## src/rtl/fpu_pkg.sv

```systemverilog
// Shared definitions for the FP issue controller: opcodes, widths and FSM states.
package fpu_pkg;

    localparam int unsigned OP_W   = 5;
    localparam int unsigned DATA_W = 32;

    // Opcodes double as the result mux select.
    localparam logic [OP_W-1:0] OP_ADD  = 5'b00001;
    localparam logic [OP_W-1:0] OP_SUB  = 5'b00010;
    localparam logic [OP_W-1:0] OP_MUL  = 5'b00011;
    localparam logic [OP_W-1:0] OP_DIV  = 5'b00100;
    localparam logic [OP_W-1:0] OP_SQRT = 5'b00101;
    localparam logic [OP_W-1:0] OP_MIN  = 5'b00110;
    localparam logic [OP_W-1:0] OP_MAX  = 5'b00111;
    localparam logic [OP_W-1:0] OP_EQ   = 5'b01000;
    localparam logic [OP_W-1:0] OP_LT   = 5'b01001;
    localparam logic [OP_W-1:0] OP_LE   = 5'b01010;
    localparam logic [OP_W-1:0] OP_CONV = 5'b01110;

    typedef enum logic [1:0] {
        IDLE,
        EXEC,
        ITER,
        RESP
    } fpu_state_e;

endpackage

```

## src/rtl/fpu_issue_ctrl_if.sv

```systemverilog
// Request/response handshake bundle between a requester and fpu_issue_ctrl.
interface fpu_issue_ctrl_if;
    import fpu_pkg::*;

    logic              req_valid;
    logic              req_ready;
    logic [OP_W-1:0]   req_op;
    logic [DATA_W-1:0] req_a;
    logic [DATA_W-1:0] req_b;
    logic              rsp_valid;
    logic              rsp_ready;
    logic [DATA_W-1:0] rsp_data;
    logic              rsp_err;

    modport master (
        output req_valid, req_op, req_a, req_b, rsp_ready,
        input  req_ready, rsp_valid, rsp_data, rsp_err
    );

    modport slave (
        input  req_valid, req_op, req_a, req_b, rsp_ready,
        output req_ready, rsp_valid, rsp_data, rsp_err
    );

endinterface

```

## src/rtl/fpu_op_decode.sv

```systemverilog
// Classifies an opcode as fixed-latency, iterative or illegal; exactly one output is high.
module fpu_op_decode
    import fpu_pkg::*;
(
    input  logic [OP_W-1:0] op_i,
    output logic            is_fixed_o,
    output logic            is_iter_o,
    output logic            is_illegal_o
);

    // Opcode class lookup.
    always_comb begin
        is_fixed_o   = 1'b0;
        is_iter_o    = 1'b0;
        is_illegal_o = 1'b0;
        case (op_i)
            OP_ADD, OP_SUB, OP_MUL, OP_MIN, OP_MAX,
            OP_EQ, OP_LT, OP_LE, OP_CONV: is_fixed_o   = 1'b1;
            OP_DIV, OP_SQRT:              is_iter_o    = 1'b1;
            default:                      is_illegal_o = 1'b1;
        endcase
    end

endmodule

```

## src/rtl/fpu_issue_ctrl.sv

```systemverilog
// Sequences one FP operation at a time: latches operands, drives the result mux select,
// kicks the iterative units and returns the captured result over a response handshake.
module fpu_issue_ctrl
    import fpu_pkg::*;
#(
    parameter int unsigned FIX_LAT      = 1,
    parameter int unsigned ITER_TIMEOUT = 64
) (
    input  logic              clk,
    input  logic              rst,
    fpu_issue_ctrl_if.slave   bus,
    output logic [DATA_W-1:0] op_a,
    output logic [DATA_W-1:0] op_b,
    output logic [OP_W-1:0]   alu_op,
    output logic              iter_start,
    input  logic              iter_done,
    input  logic [DATA_W-1:0] float_out,
    output logic              busy
);

    localparam int unsigned FixW  = (FIX_LAT > 1) ? $clog2(FIX_LAT) : 1;
    localparam int unsigned IterW = (ITER_TIMEOUT > 1) ? $clog2(ITER_TIMEOUT) : 1;
    localparam logic [FixW-1:0]  FixLoad  = FixW'(FIX_LAT - 1);
    localparam logic [IterW-1:0] IterLast = IterW'(ITER_TIMEOUT - 1);

    fpu_state_e        state_q, state_d;
    logic [DATA_W-1:0] op_a_q, op_a_d;
    logic [DATA_W-1:0] op_b_q, op_b_d;
    logic [OP_W-1:0]   alu_op_q, alu_op_d;
    logic [DATA_W-1:0] rsp_data_q, rsp_data_d;
    logic              rsp_err_q, rsp_err_d;
    logic [FixW-1:0]   fix_cnt_q, fix_cnt_d;
    logic [IterW-1:0]  iter_cnt_q, iter_cnt_d;

    logic is_fixed, is_iter, is_illegal;
    logic req_ready;

    fpu_op_decode u_decode (
        .op_i         (bus.req_op),
        .is_fixed_o   (is_fixed),
        .is_iter_o    (is_iter),
        .is_illegal_o (is_illegal)
    );

    // Ready is withheld while reset is asserted even though the state already reads IDLE.
    assign req_ready     = (state_q == IDLE) && !rst;
    assign bus.req_ready = req_ready;
    assign bus.rsp_valid = (state_q == RESP);
    assign bus.rsp_data  = rsp_data_q;
    assign bus.rsp_err   = rsp_err_q;
    assign op_a          = op_a_q;
    assign op_b          = op_b_q;
    assign alu_op        = alu_op_q;
    assign busy          = (state_q != IDLE);
    // The ITER counter is cleared on entry and only counts up, so zero marks the first cycle.
    assign iter_start    = (state_q == ITER) && (iter_cnt_q == '0);

    // Next-state, operand latch, counters and response capture.
    always_comb begin
        state_d    = state_q;
        op_a_d     = op_a_q;
        op_b_d     = op_b_q;
        alu_op_d   = alu_op_q;
        rsp_data_d = rsp_data_q;
        rsp_err_d  = rsp_err_q;
        fix_cnt_d  = fix_cnt_q;
        iter_cnt_d = iter_cnt_q;
        unique case (state_q)
            IDLE: begin
                if (bus.req_valid && req_ready) begin
                    op_a_d   = bus.req_a;
                    op_b_d   = bus.req_b;
                    alu_op_d = bus.req_op;
                    if (is_fixed) begin
                        state_d   = EXEC;
                        fix_cnt_d = FixLoad;
                    end else if (is_iter) begin
                        state_d    = ITER;
                        iter_cnt_d = '0;
                    end else if (is_illegal) begin
                        state_d    = RESP;
                        rsp_data_d = '0;
                        rsp_err_d  = 1'b1;
                    end
                end
            end
            EXEC: begin
                if (fix_cnt_q == '0) begin
                    state_d    = RESP;
                    rsp_data_d = float_out;
                    rsp_err_d  = 1'b0;
                end else begin
                    fix_cnt_d = fix_cnt_q - FixW'(1);
                end
            end
            ITER: begin
                // A done on the terminal count still counts as success.
                if (iter_done) begin
                    state_d    = RESP;
                    rsp_data_d = float_out;
                    rsp_err_d  = 1'b0;
                end else if (iter_cnt_q == IterLast) begin
                    state_d    = RESP;
                    rsp_data_d = '0;
                    rsp_err_d  = 1'b1;
                end else begin
                    iter_cnt_d = iter_cnt_q + IterW'(1);
                end
            end
            RESP: begin
                if (bus.rsp_ready) begin
                    state_d = IDLE;
                end
            end
            default: state_d = IDLE;
        endcase
    end

    // State and datapath registers.
    always_ff @(posedge clk or posedge rst) begin
        if (rst) begin
            state_q    <= IDLE;
            op_a_q     <= '0;
            op_b_q     <= '0;
            alu_op_q   <= '0;
            rsp_data_q <= '0;
            rsp_err_q  <= 1'b0;
            fix_cnt_q  <= '0;
            iter_cnt_q <= '0;
        end else begin
            state_q    <= state_d;
            op_a_q     <= op_a_d;
            op_b_q     <= op_b_d;
            alu_op_q   <= alu_op_d;
            rsp_data_q <= rsp_data_d;
            rsp_err_q  <= rsp_err_d;
            fix_cnt_q  <= fix_cnt_d;
            iter_cnt_q <= iter_cnt_d;
        end
    end

endmodule
```

## src/flat_wrapper.sv

```systemverilog
// flat-port wrapper written by rule: the top's interface ports become plain ports
module fpu_issue_ctrl_flat import fpu_pkg::*;
#(
    parameter int unsigned FIX_LAT      = 1,
    parameter int unsigned ITER_TIMEOUT = 64
)
  (clk, rst, op_a, op_b, alu_op, iter_start, iter_done, float_out, busy, bus_req_valid, bus_req_op, bus_req_a, bus_req_b, bus_rsp_ready, bus_req_ready, bus_rsp_valid, bus_rsp_data, bus_rsp_err);
  fpu_issue_ctrl_if bus_i ();
  input  logic clk;
  input  logic rst;
  output logic [DATA_W-1:0] op_a;
  output logic [DATA_W-1:0] op_b;
  output logic [OP_W-1:0] alu_op;
  output logic iter_start;
  input  logic iter_done;
  input  logic [DATA_W-1:0] float_out;
  output logic busy;
  input wire logic [$bits(bus_i.req_valid)-1:0] bus_req_valid;
  input wire logic [$bits(bus_i.req_op)-1:0] bus_req_op;
  input wire logic [$bits(bus_i.req_a)-1:0] bus_req_a;
  input wire logic [$bits(bus_i.req_b)-1:0] bus_req_b;
  input wire logic [$bits(bus_i.rsp_ready)-1:0] bus_rsp_ready;
  output wire logic [$bits(bus_i.req_ready)-1:0] bus_req_ready;
  output wire logic [$bits(bus_i.rsp_valid)-1:0] bus_rsp_valid;
  output wire logic [$bits(bus_i.rsp_data)-1:0] bus_rsp_data;
  output wire logic [$bits(bus_i.rsp_err)-1:0] bus_rsp_err;
  assign bus_i.req_valid = bus_req_valid;
  assign bus_i.req_op = bus_req_op;
  assign bus_i.req_a = bus_req_a;
  assign bus_i.req_b = bus_req_b;
  assign bus_i.rsp_ready = bus_rsp_ready;
  assign bus_req_ready = bus_i.req_ready;
  assign bus_rsp_valid = bus_i.rsp_valid;
  assign bus_rsp_data = bus_i.rsp_data;
  assign bus_rsp_err = bus_i.rsp_err;
  fpu_issue_ctrl #(.FIX_LAT(FIX_LAT), .ITER_TIMEOUT(ITER_TIMEOUT)) u_core (.clk(clk), .rst(rst), .bus(bus_i), .op_a(op_a), .op_b(op_b), .alu_op(alu_op), .iter_start(iter_start), .iter_done(iter_done), .float_out(float_out), .busy(busy));
endmodule
```

## config.mk

```make
export PLATFORM = sky130hd
export DESIGN_NAME = fpu_issue_ctrl_flat
export DESIGN_NICKNAME = d
export VERILOG_FILES = /design/src/rtl/fpu_pkg.sv /design/src/rtl/fpu_issue_ctrl_if.sv /design/src/rtl/fpu_op_decode.sv /design/src/rtl/fpu_issue_ctrl.sv /design/src/flat_wrapper.sv
export SDC_FILE = /design/constraint.sdc
export NUM_CORES = 1
export LEC_CHECK = 0
export CELL_PAD_IN_SITES_DETAIL_PLACEMENT = 1
export CELL_PAD_IN_SITES_GLOBAL_PLACEMENT = 1
export CORE_ASPECT_RATIO = 0.9
export CORE_MARGIN = 3
export CORE_UTILIZATION = 32
export CTS_CLUSTER_DIAMETER = 120
export CTS_CLUSTER_SIZE = 24
export DETAILED_ROUTE_END_ITERATION = 8
export PLACE_DENSITY_LB_ADDON = 0.1
export SETUP_SLACK_MARGIN = 0.4
export SLEW_MARGIN = 25
export SYNTH_ARGS = -nofsm -noshare
export SYNTH_HDL_FRONTEND = slang
export SYNTH_SLANG_ARGS = --single-unit
```

## constraint.sdc

```tcl
create_clock -name clk -period 5.3 [get_ports clk]
set_input_delay 1.06 -clock clk [delete_from_list [all_inputs] [get_ports clk]]
set_output_delay 1.06 -clock clk [all_outputs]
set_load 0.1 [all_outputs]
```

==> summary.txt, run 1 <==
Setup path
  • Crit. End Element: output pin
  • Worst reg2reg setup slack: 2.96 ns
  • Worst path slowest cell: clkdlybuf4s50_1
  • CP cell instances: clkdlybuf4s50_1 > nor2b_1 > clkdlybuf4s50_1
  • CP Max Fanout: 2
  • Max incr delay on CP: 1.19 ns
  • Crit path max-delay family: buffers and inverters
  • Worst Path Arrival: 2.98 ns
  • CP Class: input port to output pin
  • Most frequent CP cell: clkdlybuf4s50_1
  • CP startpoint kind: input port
  • WP data required: 4.24 ns
  • Bufs and invs on worst path: 2

Finish
  • Final core utilization: 0.513
  • Area of the multi-input gates: 0.00169 mm^2
  • # nets final: 682
  • Final instance area: 0.00729 mm^2
  • Share of cells above drive strength 1: 0.171
  • FF/Latch Area: 0.00275 mm^2
  • Filler cells: 1476
  • Ant. Diodes: 0
  • Area Overhead vs Synth: 54.9%

STA
  • Worst Tran Pin Value: 1.07 ns
  • Clock skew: 0.00746 ns
  • Final hold violation count: 0
  • F_max: 0.248 GHz
  • Final setup violation count: 0
  • Rel. slew slack: 0.285
  • RSZ-0062 raised after global routing: false
  • Max-slew violations: 0
  • Fin crit share: 0.761
  • Worst Slack Setup Final: 1.26 ns
  • Setup TNS: 0 ns
  • Post-layout min period: 4.04 ns

Placed design
  • Pre-CTS setup slack: 1.26 ns
  • Placer Congestion: 0.772
  • Post-placement cell area: 0.00698 mm^2
  • Port Buf Inserts: 211
  • DP Wirelength: 9390 um

GRT
  • GRT Util Overall: 0.158
  • First-pass GRT wire length: 20100 um
  • Congestion Overflow GR: 0
  • Largest net degree at the start of global routing: 71
  • Initial antenna violation count: 0
  • Vias in the first global route: 3876

Yosys
  • Cell variety after synth: 37
  • Post-synth top cells: dfrtp_1, mux2_2, inv_1
  • Most frequent cell after synthesis: dfrtp_1
  • Syn nets: 471
  • Synth area leader: dfrtp_1
  • Mapped cell area: 0.00470 mm^2
  • Top post-synthesis cells by area: dfrtp_1, mux2_2, mux2i_1, inv_1, nand2_1
  • Synth warnings: 0
  • Post-synthesis sequential area ratio: 0.585
  • Top FF cell, synth: dfrtp_1
  • Async set-reset flop share out of synthesis: 1.00
  • EDFF count, synth: 0
  • Yosys reg bits: 110
  • Synth Instances: 358
  • Post-Syn Area per Cell: 13.1 um^2
  • Area share of the largest cell type after synthesis: 0.585

CTS
  • Worst skew pair latency: 0.35 ns
  • Htree depth: 3
  • Max clock buf depth: 2
  • Setup Buffers After CTS: 0
  • Clock Sinks: 110
  • Worst-path clk slew: 0.07 ns
  • CTS root buf: clkbuf_16
  • CTS tree: done
  • Post-CTS resize count: 0
  • CTS Buf Count: 9
  • CTS Hold Buffers Added: 0

Routing
  • Vias per cell: 4.53
  • Routed length per instance: 16.5 um
  • Routed via count: 3473
  • 1st-iter DRT viols: 88
  • DRT Pass-1 Iters: 3
  • Post-route DRC: 0
  • Detail Route Antenna Nets: 0
  • Final wirelength: 12700 um

Die
  • Die X-Extent: 134 um
  • Die outline height: 121 um
  • Core box area: 0.0142 mm^2
  • Initial Util: 0.331
  • Site Rows: 41
  • Top Ports: 212
  • Die area: 0.0162 mm^2

Worst hold path
  • Hold crit path type: flop to flop

Flow run
  • Max Cap Viol: 0

Outcome
  • Status: finished, final reports clean
worst paths after layout:
kind	cells after the start	start	end
min in group asynchronous	2	rst	u_core.bus.rsp_data[14]
setup / recovery	3	rst	bus_req_ready
hold / removal	2	u_core.alu_op[4]	u_core.alu_op[4]
hold reg to reg	2	u_core.alu_op[4]	u_core.alu_op[4]
setup reg to reg	5	u_core.state_q[1]	u_core.op_a[13]
max in group asynchronous	3	rst	u_core.op_a[1]
metal layers:
metal  track usage  share of wire  vias up
met5             0              0        -
met4        0.0424          0.010        0
met3        0.0800           0.10        9
met2         0.262           0.48      129
met1         0.182           0.41     1714
li1              -              -     1621
metrics by stage:
| stage | cells | hold slack [ns] |
|---|---|---|
| after global placement | 751 | 0.470 |
| after detailed placement | 751 | 0.478 |
| after global routing | 767 | 0.523 |
| final | 767 | 0.493 |
| after floorplan | 358 | 0.523 |
| after CTS | 767 | 0.506 |
cell families (layout without fill, tap and decap cells):
kind of cell | Yosys count | in the layout | share of synthesized area
AOI/OAI and AO/OA | 24 | 24 | 0.0407
adders and majority gates | 7 | 7 | 0.0186
DFF | 110 | 110 | 0.585
buffers and inverters | 57 | 273 | 0.0593
and+or+nand+nor | 57 | 57 | 0.0580
muxes | 103 | 103 | 0.238
final cells by class:
type	count	area share
inverter	43	0.0225
clock buffer	14	0.0404
timing repair buffer	214	0.293
tap	193	0.0331
multi-input combinational	191	0.231
clock inverter	2	0.00172
sequential	110	0.378
tightest hold or removal path, delay by kind of cell (launching register included):
| family | cells | cell delay (ns) |
|---|---|---|
| flip-flops | 1 | 0.35 |
| AO/OA/AOI/OAI | 1 | 0.06 |
| AND/OR/NAND/NOR | 1 | 0.05 |
placed cells by master, fill, tap and decap left out, types with 3 or more instances in the layout:
master,count
clkdlybuf4s50_1,211
nor2_1,5
mux2i_1,33
a21oi_1,4
ha_1,7
dfrtp_1,110
nand2_1,35
inv_1,41
mux2_2,70
nand3_1,4
buf_4,3
clkbuf_8,5
clkbuf_16,9
o21ai_0,4
state kept, by name, indices dropped and copies added, names as in the netlist:
| signal | cells |
|---|---|
| u_core.bus.rsp_data | 32 |
| u_core.alu_op | 5 |
| u_core.op_a | 32 |
| u_core.bus.rsp_err | 1 |
| u_core.iter_cnt_q | 6 |
| u_core.op_b | 32 |
| u_core.state_q | 2 |
Power of run 1 is left out: the tool's default activity adds up to more than one toggle a clock period on the data nets, which glitch-free logic cannot reach.
==> inputs of run 2 (changes only) <==
--- a/config.mk
+++ b/config.mk
@@ -9,7 +9,7 @@
 export CELL_PAD_IN_SITES_GLOBAL_PLACEMENT = 1
 export CORE_ASPECT_RATIO = 0.9
 export CORE_MARGIN = 3
-export CORE_UTILIZATION = 32
+export CORE_UTILIZATION = 29
 export CTS_CLUSTER_DIAMETER = 120
 export CTS_CLUSTER_SIZE = 24
 export DETAILED_ROUTE_END_ITERATION = 8
==> constraint.sdc (replaced) <==
create_clock -name clk -period 3.5 [get_ports clk]
set_input_delay 0.7 -clock clk [delete_from_list [all_inputs] [get_ports clk]]
set_output_delay 0.7 -clock clk [all_outputs]
set_load 0.1 [all_outputs]
==> run 2 against run 1 <==
Compared with the run above:
- global-route usage shrank 0.50 points
- sequential share of layout area shrank 0.11 points
- worst setup slack lost 0.50 ns
- wire length grew 5.1%
- register-to-register slack lost 1.7 ns
- clock-buffer cell count shrank 3
==> summary.txt, run 2 (synthesis results as in run 1) <==
Outcome
  • Status: finished, final reports clean

Setup path
  • Crit Reg-Reg Endpoint: u_core.bus.rsp_err
  • Worst path slowest cell: or4b_2
  • Reg2reg path depth: 7 (+2)
  • CP Class: flop to output pin
  • RR Startpoint: u_core.state_q[0]
  • Worst reg2reg setup slack: 1.30 ns (-1.66 ns)
  • Crit. End Element: output pin
  • CP cell instances: inv_1 > ha_1 > or4b_2 > nor3_2 > buf_4
  • CP startpoint kind: flop
  • WP data required: 2.80 ns (-1.44 ns)
  • CP Max Fanout: 3 (+1)
  • Worst Path Arrival: 2.03 ns (-0.95 ns)
  • Max incr delay on CP: 0.60 ns (-0.59 ns)

GRT
  • Largest net degree at the start of global routing: 60 (-15%)
  • First-pass GRT wire length: 21700 um (+7.8%)
  • Congestion Overflow GR: 0 (unchanged)
  • Initial antenna violation count: 1 (+1)
  • Vias in the first global route: 3903 (+0.70%)
  • GRT Util Overall: 0.153 (-0.00502)

CTS
  • CTS root buf: clkbuf_16
  • CTS tree: done
  • Setup Buffers After CTS: 0 (unchanged)
  • Htree depth: 3 (unchanged)
  • Worst skew pair latency: 0.35 ns (about the same)
  • Max clock buf depth: 2 (unchanged)
  • Clock Sinks: 110 (unchanged)
  • Worst-path clk slew: 0.07 ns (about the same)
  • CTS Hold Buffers Added: 0 (unchanged)
  • Post-CTS resize count: 0 (unchanged)
  • CTS Buf Count: 9 (unchanged)

Routing
  • Final wirelength: 13300 um (+5.1%)
  • Vias per cell: 4.46 (-1.5%)
  • Detail Route Antenna Nets: 0 (unchanged)
  • Routed length per instance: 17.1 um (+3.5%)
  • Post-route DRC: 0 (unchanged)
  • Routed via count: 3475 (+0.058%)
  • 1st-iter DRT viols: 107 (+22%)
  • DRT Pass-1 Iters: 4 (+1)

Worst hold path
  • Hold Crit Endpoint: u_core.op_b[21]
  • Hold crit path type: flop to flop
  • Hold path start: u_core.op_b[21]
  • Hold depth: 1 (-1)

Finish
  • Filler cells: 1646 (+12%)
  • Area of the multi-input gates: 0.00170 mm^2 (+0.52%)
  • FF/Latch Area: 0.00275 mm^2 (unchanged)
  • Most frequent cells in the layout: clkdlybuf4s50_1, dfrtp_1, mux2_2, inv_1, nand2_1
  • Most common cell after layout, fill and taps aside: clkdlybuf4s50_1
  • Final core utilization: 0.467 (-0.0460)
  • Share of cells above drive strength 1: 0.219 (+0.0480)
  • # nets final: 684 (+0.29%)
  • Area Overhead vs Synth: 55.4%

STA
  • RSZ-0062 raised after global routing: false
  • Setup TNS: 0 ns (unchanged)
  • Fin crit share: 0.781
  • F_max: 0.366 GHz
  • Worst Tran Pin Value: 1.04 ns (-0.0325 ns)
  • Final hold violation count: 0 (unchanged)
  • Post-layout min period: 2.73 ns
  • Rel. slew slack: 0.307 (+0.0217)
  • Clock skew: 0.00907 ns (+0.00161 ns)
  • Final setup violation count: 0 (unchanged)
  • Max-slew violations: 0 (unchanged)

Die
  • Core box area: 0.0157 mm^2 (+10%)
  • Die area: 0.0178 mm^2 (+9.8%)
  • Site Rows: 43 (+4.9%)
  • Initial Util: 0.300 (-0.0306)
  • Die X-Extent: 140 um (+4.8%)
  • Die outline height: 127 um (+4.8%)
  • Top Ports: 212 (unchanged)

Placed design
  • DP Wirelength: 9960 um (+6.1%)
  • Placer Congestion: 0.730 (-5.4%)
  • Port Buf Inserts: 211 (unchanged)

Flow run
  • Max Cap Viol: 0 (unchanged)
[run 2: changes by cell type in the layout (fill, tap and decap cells not counted), moves of 2 or more]
cell             change
clkdlybuf4s50_1     -24
buf_12               +2
bufinv_16            +2
buf_4               +24
clkbuf_8             -4
[run 2: area by class of cell]
type | instances | share of cell area
flip-flops and latches | 110 | 0.377
inverters | 43 | 0.0226
well taps | 202 | 0.0346
diodes | 1 | 0.000342
clock inverters | 5 | 0.0111
multi-input cells | 191 | 0.232
repair buffers | 216 | 0.289
clock buffers | 11 | 0.0332
[run 2: worst max path at each step]
| stage | from | to | slack, ns | cells after the start |
|---|---|---|---|---|
| 2_1_floorplan | rst | u_core.iter_cnt_q[2] | 0.10 | 4 |
| 3_3_place_gp | bus_req_op[3] | u_core.bus.rsp_err | 0.73 | 6 |
| 4_1_cts | u_core.iter_cnt_q[0] | iter_start | 0.73 | 5 |
| 3_5_place_dp | bus_req_op[3] | u_core.bus.rsp_err | 0.72 | 6 |
| 5_1_grt | u_core.iter_cnt_q[0] | iter_start | 0.65 | 5 |
| 6_report | u_core.iter_cnt_q[0] | iter_start | 0.77 | 5 |
[run 2: worst max-delay path, delay by kind of cell (launching register included)]
family                   cells  cell delay [ns]
AND/OR/NAND/NOR              2             0.72
buffers and inverters        2             0.41
flip-flops                   1             0.40
adder cells (fa/ha/maj)      1             0.16
[run 2: per-layer routing]
| metal | track usage | wire (um) | up-vias |
|---|---|---|---|
| li1 | - | - | 1624 |
| met1 | 0.190 | 5600 | 1713 |
| met2 | 0.236 | 6190 | 133 |
| met3 | 0.0837 | 1440 | 5 |
| met4 | 0.0336 | 100 | 0 |
| met5 | 0 | 0 | - |
[run 2: stage by stage]
step	hold WS, ns	cell area, um^2	worst slack, ns	cells
finish	0.505	7310	0.768	779
global route	0.521	7310	0.649	779
CTS	0.510	7300	0.728	778
detailed placement	0.493	6980	0.722	762
global placement	0.481	6980	0.730	762
floorplan	0.523	4720	0.103	358
Power of run 2 is left out for the same reason.
==> inputs of run 3 (changes only) <==
==> constraint.sdc (replaced) <==
create_clock -name clk -period 2.2 [get_ports clk]
set_input_delay 0.44 -clock clk [delete_from_list [all_inputs] [get_ports clk]]
set_output_delay 0.44 -clock clk [all_outputs]
set_load 0.1 [all_outputs]
==> run 3 against run 2 <==
Compared with the run above:
- the run now ends with negative setup slack left
- design area up 4.9%
- first-iteration DRC count fell by 27%
- largest cell class unchanged
- critical endpoint unchanged
- clock skew decreased by 0.0037 ns
- sequential cell count is the same
- clock-buffer cell count unchanged
- global-route usage up 0.59 points
- hold slack hardly changed
- non-clock buffer count grew 37
- cell count increased by 4.4%
- wire length increased by 5.9%
==> summary.txt, run 3 (synthesis results as in run 1) <==
Outcome
  • Status: finished with violations
  • Failing checks: negative setup slack

Setup path
  • Crit path max-delay family: simple AND/OR/NAND/NOR gates
  • CP startpoint kind: flop
  • Worst path slowest cell: or4b_4
  • Worst reg2reg setup slack: 0.05 ns (-1.25 ns)
  • CP Class: flop to output pin
  • CP cell instances: inv_2 > ha_4 > or4b_4 > nor3_4 > buf_12
  • Bufs and invs on worst path: 2 (unchanged)
  • Max incr delay on CP: 0.46 ns (-0.14 ns)
  • CP Max Fanout: 2 (-1)
  • WP data required: 1.76 ns (-1.04 ns)
  • Crit. End Element: output pin
  • Worst Path Arrival: 1.77 ns (-0.26 ns)

Routing
  • DRT Pass-1 Iters: 4 (unchanged)
  • Post-route DRC: 0 (unchanged)
  • Routed via count: 3663 (+5.4%)
  • Vias per cell: 4.51 (+1.0%)
  • Final wirelength: 14100 um (+5.9%)
  • Detail Route Antenna Nets: 0 (unchanged)
  • 1st-iter DRT viols: 78 (-27%)
  • Routed length per instance: 17.4 um (+1.5%)

Flow run
  • Max Cap Viol: 0 (unchanged)

Die
  • Site Rows: 43 (unchanged)
  • Die X-Extent: 140 um (unchanged)
  • Top Ports: 212 (unchanged)
  • Initial Util: 0.300 (unchanged)
  • Core box area: 0.0157 mm^2 (unchanged)
  • Die area: 0.0178 mm^2 (unchanged)
  • Die outline height: 127 um (unchanged)

GRT
  • Congestion Overflow GR: 0 (unchanged)
  • GRT Util Overall: 0.159 (+0.00586)
  • Vias in the first global route: 4084 (+4.6%)
  • First-pass GRT wire length: 22500 um (+3.6%)
  • Initial antenna violation count: 0 (-1)
  • Largest net degree at the start of global routing: 111 (+85%)

CTS
  • CTS tree: done
  • CTS root buf: clkbuf_16
  • CTS Buf Count: 9 (unchanged)
  • Htree depth: 3 (unchanged)
  • Worst-path clk slew: 0.07 ns (about the same)
  • Max clock buf depth: 2 (unchanged)
  • Worst skew pair latency: 0.35 ns (about the same)
  • Clock Sinks: 110 (unchanged)

STA
  • Final hold violation count: 0 (unchanged)
  • Rel. slew slack: 0.605 (+0.298)
  • Worst Slack Setup Final: -0.00909 ns (-0.777 ns)
  • Clock skew: 0.00542 ns (-0.00365 ns)
  • RSZ-0062 raised after global routing: true
  • Worst Tran Pin Value: 0.593 ns (-0.443 ns)
  • Worst Hold Slack: 0.506 ns (+0.000471 ns)
  • Final setup violation count: 1 (+1)
  • Post-layout min period: 2.21 ns
  • Fin crit share: 1.00
  • Max-slew violations: 0 (unchanged)
  • Setup TNS: -0.00909 ns (-0.00909 ns)
  • F_max: 0.453 GHz

Finish
  • Most common cell after layout, fill and taps aside: buf_4
  • Most frequent cells in the layout: buf_4, dfrtp_1, clkdlybuf4s50_1, mux2_2, inv_1
  • Filler cells: 1664 (+1.1%)
  • Area Overhead vs Synth: 63.0%
  • # nets final: 721 (+5.4%)
  • Ant. Diodes: 0 (-1)
  • Final instance area: 0.00767 mm^2 (+4.9%)
  • Share of cells above drive strength 1: 0.421 (+0.202)

Worst hold path
  • Hold crit path type: flop to flop

Placed design
  • Port Buf Inserts: 211 (unchanged)
  • Pre-CTS setup slack: -0.174 ns (-0.896 ns)
  • Post-placement cell area: 0.00701 mm^2 (+0.36%)
  • DP Wirelength: 10000 um (+0.68%)
  • Placer Congestion: 0.748 (+2.4%)
run 3: cell types whose count changed in the layout (fill, tap and decap cells not counted), moves of 2 or more:
cell             delta
o21ai_1             +2
buf_12             +11
buf_16              +4
buf_6               +4
buf_4             +100
ha_1                -4
clkdlybuf4s50_1    -83
o21ai_0             -3
inv_2               +5
inv_1               -5
ha_4                +3
run 3: path summary, 6_finish.rpt:
| check | start | end | cells past startpoint |
|---|---|---|---|
| min in group asynchronous | rst | u_core.iter_cnt_q[5] | 4 |
| hold reg to reg | u_core.alu_op[4] | u_core.alu_op[4] | 2 |
| hold / removal | u_core.alu_op[4] | u_core.alu_op[4] | 2 |
| max in group asynchronous | rst | u_core.op_b[27] | 4 |
| setup / recovery | u_core.iter_cnt_q[1] | iter_start | 5 |
| setup reg to reg | u_core.iter_cnt_q[0] | u_core.bus.rsp_err | 10 |
run 3: final cells by class:
cell class	count	area [um^2]	area share
clock inverters	3	43.8	0.00571
repair buffers	253	2420	0.315
flip-flops and latches	110	2750	0.359
inverters	43	165	0.0215
clock buffers	11	253	0.0330
well taps	202	253	0.0330
multi-input cells	191	1780	0.232
run 3: timing repair:
item,CTS,global route
hold buffers,0,0
endpoints found under the setup margin,43,45
pin swaps,6,2
resized for setup,15,8
endpoints found under the hold margin,0,0
buffers inserted,17,3
gates cloned,4,0
run 3: per-layer routing:
layer | GRT usage | part of all wire | vias to the layer above
li1 | - | - | 1698
met1 | 0.191 | 0.40 | 1828
met2 | 0.268 | 0.50 | 123
met3 | 0.0607 | 0.080 | 14
met4 | 0.0433 | 0.016 | 0
met5 | 0 | 0 | -
run 3: metrics by stage:
| step | instances | utilization |
|---|---|---|
| after detailed placement | 775 | 0.447 |
| final | 813 | 0.490 |
| after global routing | 813 | 0.490 |
| after floorplan | 358 | - |
| after CTS | 810 | 0.486 |
| after global placement | 775 | 0.447 |
run 3: worst reg2reg max path, delay by kind of cell (launching register included):
| family | cells | cell delay [ns] |
|---|---|---|
| buf+inv | 5 | 0.64 |
| flops | 1 | 0.39 |
| compound gates | 1 | 0.31 |
| mux | 1 | 0.28 |
| simple gates | 2 | 0.25 |
| fa+ha+maj | 1 | 0.16 |
Power of run 3 is left out for the same reason.
